==> src/rtl/x25519_mult_squeeze_pkg.sv <==
// Shared types and constants for the X25519 multiply-pass squeeze stage.
package x25519_mult_squeeze_pkg;

  localparam int         X25519_LIMBS    = 32;
  localparam logic [6:0] X25519_TOP_MASK = 7'h7f;
  localparam int         X25519_FOLD     = 19;

  // Canonical field element: 32 limbs of 8 bits, limb 0 in the low byte.
  typedef logic [X25519_LIMBS-1:0][7:0]  bignum_t;
  // Unreduced column sums / holding register: 32 limbs of 32 bits.
  typedef logic [X25519_LIMBS-1:0][31:0] bignum32_t;

  // Keep the low byte of every wide limb.
  function automatic bignum_t narrow_limbs(input bignum32_t wide);
    bignum_t res;
    for (int i = 0; i < X25519_LIMBS; i++) begin
      res[i] = wide[i][7:0];
    end
    return res;
  endfunction

endpackage

==> src/rtl/x25519_mult_squeeze.sv <==
// Collects 32 column sums from the multiply pass and squeezes them into
// 8-bit limbs with two carry passes (partial reduction mod 2^255-19).
module x25519_mult_squeeze
  import x25519_mult_squeeze_pkg::*;
#(
  parameter int ACC_WIDTH = 34
) (
  input  logic         clk,
  input  logic         rst,
  input  logic         in_valid,
  input  logic [31:0]  in_data,
  output logic         busy,
  output logic         out_valid,
  output logic [255:0] out,
  output logic         err
);

  localparam logic [1:0] ST_COLLECT = 2'd0;
  localparam logic [1:0] ST_PASS1   = 2'd1;
  localparam logic [1:0] ST_PASS2   = 2'd2;

  logic [1:0]           state;
  logic [4:0]           count;
  logic [4:0]           j;
  logic                 flush;      // PASS2 finished; next cycle publishes the result
  logic [ACC_WIDTH-1:0] u;
  bignum32_t            tmp;

  logic [ACC_WIDTH-1:0] sum;
  logic [ACC_WIDTH-1:0] u_next;
  logic                 wr_en;
  logic [4:0]           wr_idx;
  logic [31:0]          wr_data;

  // Multiply by 19 with shifts and adds: 16x + 2x + x.
  function automatic logic [ACC_WIDTH-1:0] times_fold(input logic [ACC_WIDTH-1:0] x);
    return (x << 4) + (x << 1) + x;
  endfunction

  // One carry step on limb j plus the single write port of the holding register.
  always_comb begin
    // NOTE: every output of this block gets a default first, so no path leaves a latch.
    sum     = u + ACC_WIDTH'(tmp[j]);
    u_next  = sum >> 8;
    wr_en   = 1'b0;
    wr_idx  = j;
    wr_data = {24'd0, sum[7:0]};
    case (state)
      ST_COLLECT: begin
        wr_en   = in_valid;
        wr_idx  = count;
        wr_data = in_data;
      end
      ST_PASS1: begin
        wr_en = 1'b1;
        if (j == 5'd31) begin
          wr_data = {25'd0, sum[6:0] & X25519_TOP_MASK};
          u_next  = times_fold(sum >> 7);
        end
      end
      ST_PASS2: begin
        wr_en = !flush;
        if (j == 5'd31) begin
          wr_data = sum[31:0];
        end
      end
      default: ;
    endcase
  end

  // Sequencer, accumulator, holding register and output registers.
  always_ff @(posedge clk or posedge rst) begin
    if (rst) begin
      state     <= ST_COLLECT;
      count     <= '0;
      j         <= '0;
      flush     <= 1'b0;
      u         <= '0;
      // NOTE: the holding register is cleared too, so an aborted operation leaves no stale limbs behind.
      tmp       <= '0;
      busy      <= 1'b0;
      out_valid <= 1'b0;
      out       <= '0;
      err       <= 1'b0;
    end else begin
      // NOTE: non-blocking assignments throughout, so every read above sees the pre-edge values.
      out_valid <= 1'b0;
      err       <= 1'b0;
      if (wr_en) begin
        tmp[wr_idx] <= wr_data;
      end
      case (state)
        ST_COLLECT: begin
          if (in_valid) begin
            count <= count + 5'd1;
            busy  <= 1'b1;
            if (count == 5'd31) begin
              state <= ST_PASS1;
              j     <= '0;
              u     <= '0;
            end
          end else begin
            busy <= (count != 5'd0);
          end
        end
        ST_PASS1: begin
          err <= in_valid;
          u   <= u_next;
          j   <= j + 5'd1;
          if (j == 5'd31) begin
            state <= ST_PASS2;
          end
        end
        ST_PASS2: begin
          err <= in_valid;
          if (flush) begin
            out       <= narrow_limbs(tmp);
            out_valid <= 1'b1;
            flush     <= 1'b0;
            state     <= ST_COLLECT;
          end else begin
            u <= u_next;
            j <= j + 5'd1;
            if (j == 5'd31) begin
              flush <= 1'b1;
            end
          end
        end
        default: state <= ST_COLLECT;
      endcase
    end
  end

endmodule
==> config.mk <==
export PLATFORM = sky130hd
export DESIGN_NAME = x25519_mult_squeeze
export DESIGN_NICKNAME = d
export VERILOG_FILES = /design/src/rtl/x25519_mult_squeeze_pkg.sv /design/src/rtl/x25519_mult_squeeze.sv
export SDC_FILE = /design/constraint.sdc
export NUM_CORES = 2
export LEC_CHECK = 0
export CAP_MARGIN = 20
export CORE_ASPECT_RATIO = 1.5
export CORE_MARGIN = 2
export CORE_UTILIZATION = 60
export DETAILED_ROUTE_END_ITERATION = 6
export PLACE_DENSITY = 0.79
export SLEW_MARGIN = 10
export SYNTH_ARGS = -nofsm -noshare
export SYNTH_HDL_FRONTEND = slang
export SYNTH_SLANG_ARGS = --single-unit
==> constraint.sdc <==
create_clock -name clk -period 56.5 [get_ports clk]
set_input_delay 11.3 -clock clk [delete_from_list [all_inputs] [get_ports clk]]
set_output_delay 11.3 -clock clk [all_outputs]
set_load 0.005 [all_outputs]
* After elaboration in Yosys (flattened, before gate mapping)
Cells that the tools add are included.
** Operators by class
- $add $sub $neg :: 5
- Equality and inequality tests :: 9
- $lt $le $gt $ge :: 3
- Muxes and demuxes :: 31
- Reduce and logical (&&, ||, !) cells :: 10
** Operator list (number)
- 1024-bit bitwise mux :: 1
- 32-bit binary-select mux with 5-bit select :: 1
- 32-bit demux with 5-bit select :: 1
- 34-bit 2-to-1 mux :: 4
- 34-bit case mux with 3 select lines :: 1
- 32-bit 2-to-1 mux :: 3
- 32-bit case mux with 3 select lines :: 1
- 34-bit by 32-bit adder with 34-bit output :: 1
- 32-bit by 27-bit adder with 33-bit output :: 1
- 33-bit 2-to-1 mux :: 1
- 31-bit by 28-bit adder with 32-bit output :: 1
- 5-bit 2-to-1 mux :: 4
- 5-bit case mux with 3 select lines :: 1
- 5-bit by 6-bit less-than comparator with 1-bit output, second input constant :: 2
- 5-bit by 1-bit adder with 5-bit output, second input constant :: 2
- 5-bit == test, second input constant :: 2
- 2-bit inequality test, second input constant :: 5
- 2-bit 2-to-1 mux :: 4
- 8-bit 2-to-1 mux :: 1
- 4-bit AND reduction :: 2
- 1-bit 2-to-1 mux :: 6
- 2-bit case mux with 3 select lines :: 1
- 5-bit by 1-bit greater-or-equal comparator with 1-bit output, second input constant :: 1
- 5-bit nonzero test :: 1
- 9 further kinds :: 10
** Storage, ports and cells
- Output and inout port bits :: 259
- Logic and storage cells :: 99
- Bits of input ports :: 35
- Register bits after elaboration :: 1330

* Longest topological paths before layout
- Depth in word-level cells :: 9
- Gate-level depth with buffers :: 31
- Mapped depth without buffers :: 25

* Worst setup path before layout
Ideal clock, no wire load.
- Kind :: in2reg
- Start point :: in in_valid
- End point :: reg u[29]
- Path slack :: 43.461 ns
- Data required time :: 56.413 ns
- Path buffers :: 0
- Stages on the path :: 8
- Setup time :: 0.087 ns
- Arrival :: 12.952 ns
- Cell sequence :: a21boi_0 > nor3_1 > nand2_1 > nor2_1 > nand2_1 > a2111oi_0 > nor3b_1 > o211ai_1
** On the way
- Word-level cells in the longest chain between the ends :: 2
** Ends and longest elaborated chain
- start: declaration :: RTL line x25519_mult_squeeze.sv:10 : input logic in_valid,
- 2-bit inequality test (no line)
- 4-bit AND reduction (no line)
- end signal: assignment :: RTL line x25519_mult_squeeze.sv:108 : u <= u_next;
- end signal: assignment :: RTL line x25519_mult_squeeze.sv:122 : u <= u_next;
- end: declaration :: RTL line x25519_mult_squeeze.sv:26 : logic [ACC_WIDTH-1:0] u;
No other way between the ends.
A chain may end at the register's enable or synchronous reset.

==> impl_metrics.json <==
{
  "syn-cell-area_um2": 60100,
  "start_kind": "input pin",
  "die_x_um": 262,
  "slew_headroom": 0.266,
  "async_flop_share": 1.00,
  "p_int_uw": 2440,
  "r2r_slack_ns": 47.18,
  "critPathKind": "in -> async",
  "hold_class": "reg -> reg",
  "ff_latch_area_um2": 33200,
  "cpPeakStageDelay_ns": 0.69,
  "tritoncts": "built",
  "timing.critical_path.buf_inv": 7,
  "cp_top_family": "buffers and inverters",
  "p_switching_uw": 1670,
  "globalRoute.totalOverflow": 0,
  "cts-htree-levels": 3,
  "multi_input_area_um2": 25000,
  "outcome": "finished, violations left",
  "drtIter0Drc": 5221,
  "grt_first_pass_wirelength_mm": 263,
  "hp-start": "out[161]",
  "period_needed_ns": 14.59,
  "root_buffer": "clkbuf_16",
  "cts_hold_buffers": 0,
  "netlist_instances": 5721,
  "coreArea_um2": 99500,
  "power_switching_share": 0.407,
  "clkPwrFrac": 0.211,
  "fin_setup_tns_ns": 0,
  "reg2reg_from": "j[0]",
  "hold_path_end": "out[161]",
  "synth_edf_count": 0,
  "routed_wl_mm": 168,
  "worst_clock_skew_ns": 0.0848,
  "violations": "DRC",
  "ys_ff_latch": 1327,
  "worst_pin_slew_ns": 1.10,
  "instances_no_fill": 7164,
  "cp_max_fo": 180,
  "period_share": 0.258,
  "cts_buffers": 114,
  "globalplace.congestion": 0.966,
  "pwr-share-comb": 0.454,
  "fmax_ghz": 0.0686,
  "synth_nets": 5850,
  "setup_viol": 0,
  "holdPathStages": 2,
  "placed_cells": 6942,
  "end_kind": "async pin",
  "antenna_found_initial": 12,
  "cts_buffer_depth": 3,
  "rows": 142,
  "ys_warn_count": 0,
  "report.final.slew_viol_count": 0,
  "die_h_um": 391,
  "max-vdd-ir-drop_mv": 0.0595,
  "yosysSeqAreaShare": 0.553,
  "firstDrtPassIters": 7,
  "postCtsSetupRepairBufs": 0,
  "power.total_uw": 4110,
  "max-cap-violations": 0,
  "drtAntennaViolNets": 0,
  "fillers": 7006,
  "drive_gt1_frac": 0.127,
  "cp.arrival_ns": 15.48,
  "cts.repair.resized": 0,
  "grt_pass1_vias": 45600,
  "crit_top_cell": "buf_12",
  "worstPathCellList": "clkdlybuf4s50_1, inv_8, buf_12, buf_12, buf_12, buf_4, buf_16",
  "rsz0062_at_grt": "no",
  "clock_latency_ns": 0.76,
  "p_per_area_nw_per_um2": 60.5,
  "nets": 5895,
  "p_seq_frac": 0.336,
  "avgRoutedWirePerCell_um": 23.4,
  "ys_types": 84,
  "route.vias.total": 44900,
  "cts.sink_count": 1327,
  "synth_ff_type": "dfrtp_1",
  "ff2ff_path_depth": 24,
  "num_io_pins": 294,
  "grt_max_degree": 190,
  "crit_path_top_delay_cell": "buf_12",
  "start_util": 0.604,
  "drt-vias-per-instance": 6.27,
  "dieArea_um2": 103000,
  "synth.avg_cell_area_um2": 10.5,
  "portBuffers": 293,
  "track_usage": 0.331,
  "r2r-end": "u[28]",
  "final_util": 0.683,
  "area_growth_syn_to_layout_pct": 13.1,
  "post-dp-hpwl_mm": 103,
  "worstPathRequired_ns": 57.39,
  "cts.clk_slew.worst_paths_ns": 0.06,
  "power_leakage_uw": 0.0314,
  "drc": 9,
  "hold_viol_final": 0
}
## cell type report
class / instances / area share
clock inverters: 62 / 0.0142
inverters: 26 / 0.00169
multi-input cells: 3916 / 0.369
flip-flops and latches: 1327 / 0.489
repair buffers: 381 / 0.0551
clock buffers: 150 / 0.0471
diodes: 6 / 0.000221
well taps: 1296 / 0.0239
## registers in the layout (all words and copies together), names as in the netlist
register and flops:
tmp 1024, out 256, u 31, count 5, j 5, state 2, busy 1, err 1
flush 1, out_valid 1
## worst min-delay path: cells and delay by family, from the launching register on
family           cells  cell delay, ns
AND/OR/NAND/NOR      2            0.10
flip-flops           1            0.34
## cell families after synthesis
group,after synthesis,share of synthesized area
and+or+nand+nor,2076,0.135
DFF,1327,0.553
AOI/OAI and AO/OA,1318,0.122
buffers and inverters,478,0.0328
muxes,369,0.128
adders and majority gates,94,0.0211
xor gates and xnor gates,59,0.00910
## worst max path at each step
stage | start | to | cells after the start
after floorplan | rst | busy | 1
after global placement | rst | out[234] | 6
after detailed placement | rst | out[234] | 6
after CTS | rst | tmp[932] | 6
after global routing | rst | tmp[995] | 7
final | rst | tmp[932] | 7
## layer usage
metal  wire (um)  GRT usage  part of all wire  up-vias
li1            -          -                 -    19700
met1       63000      0.428              0.38    22600
met2       82300      0.533              0.49     2126
met3       13300     0.0606             0.080      442
met4        8880      0.189             0.053        2
met5          13          0          0.000078        -
## stage by stage
step	instance area (um2)	setup slack, ns	hold WS [ns]
final	67900	41.91	0.471
after global routing	67900	41.27	0.494
after CTS	67800	41.31	0.477
after detailed placement	63700	40.54	0.461
after global placement	63600	40.59	0.456
after floorplan	60100	7.79	0.444
## cell usage in the layout, fill, tap and decap left out, types with 18 or more instances in the layout
cell type,n
a21o_1,34
a21oi_1,58
a31oi_1,18
buf_4,75
bufinv_16,21
clkbuf_16,116
clkdlybuf4s50_1,293
clkinv_2,28
dfrtp_1,1323
ha_1,82
inv_1,23
mux2_2,37
mux2i_1,18
mux4_2,314
nand2_1,1871
nand2_2,25
nand3_1,23
nor2_1,71
o21ai_0,990
o21ai_1,47
o21ai_2,32
xnor2_1,29
xor2_1,26
## synthesized netlist by cell type (4+ instances only)
library cell	n	area (um2)
a2111oi_0	4	35.0
a211oi_1	12	90.1
a21o_1	34	255
a21oi_1	59	295
a221o_1	9	90.1
a22oi_1	26	195
a311oi_1	4	35.0
a31oi_1	18	113
a32oi_1	4	35.0
and2_1	9	56.3
and3_1	5	31.3
buf_1	21	78.8
buf_2	29	145
clkbuf_1	382	1430
clkbuf_2	6	30.0
clkbuf_8	8	110
dfrtp_1	1327	33200
fa_1	12	240
ha_1	82	1030
inv_1	25	93.8
mux2_2	37	417
mux2i_1	18	180
mux4_2	314	7070
nand2_1	1884	7070
nand2_2	20	125
nand2b_1	6	37.5
nand3_1	23	115
nand4_1	5	31.3
nor2_1	72	270
nor2b_1	9	56.3
nor3_1	14	70.1
nor3b_1	4	30.0
o211a_1	4	40.0
o211ai_1	14	105
o21a_1	12	90.1
o21ai_0	990	4950
o21ai_1	47	235
o21ai_2	32	280
o31ai_1	9	67.6
or3_1	8	50.1
xnor2_1	29	254
xor2_1	26	228
## power by group through the flow
stage                     Clock, uW  Combinational [uW]  Sequential [uW]
after floorplan                   0                1380             1330
after global routing            907                2040             1400
after detailed placement          0                1820             1380
final                           865                1860             1380
after global placement            0                1770             1360
after CTS                       870                1840             1370
Note: power is estimated with default switching activity, not from simulation.
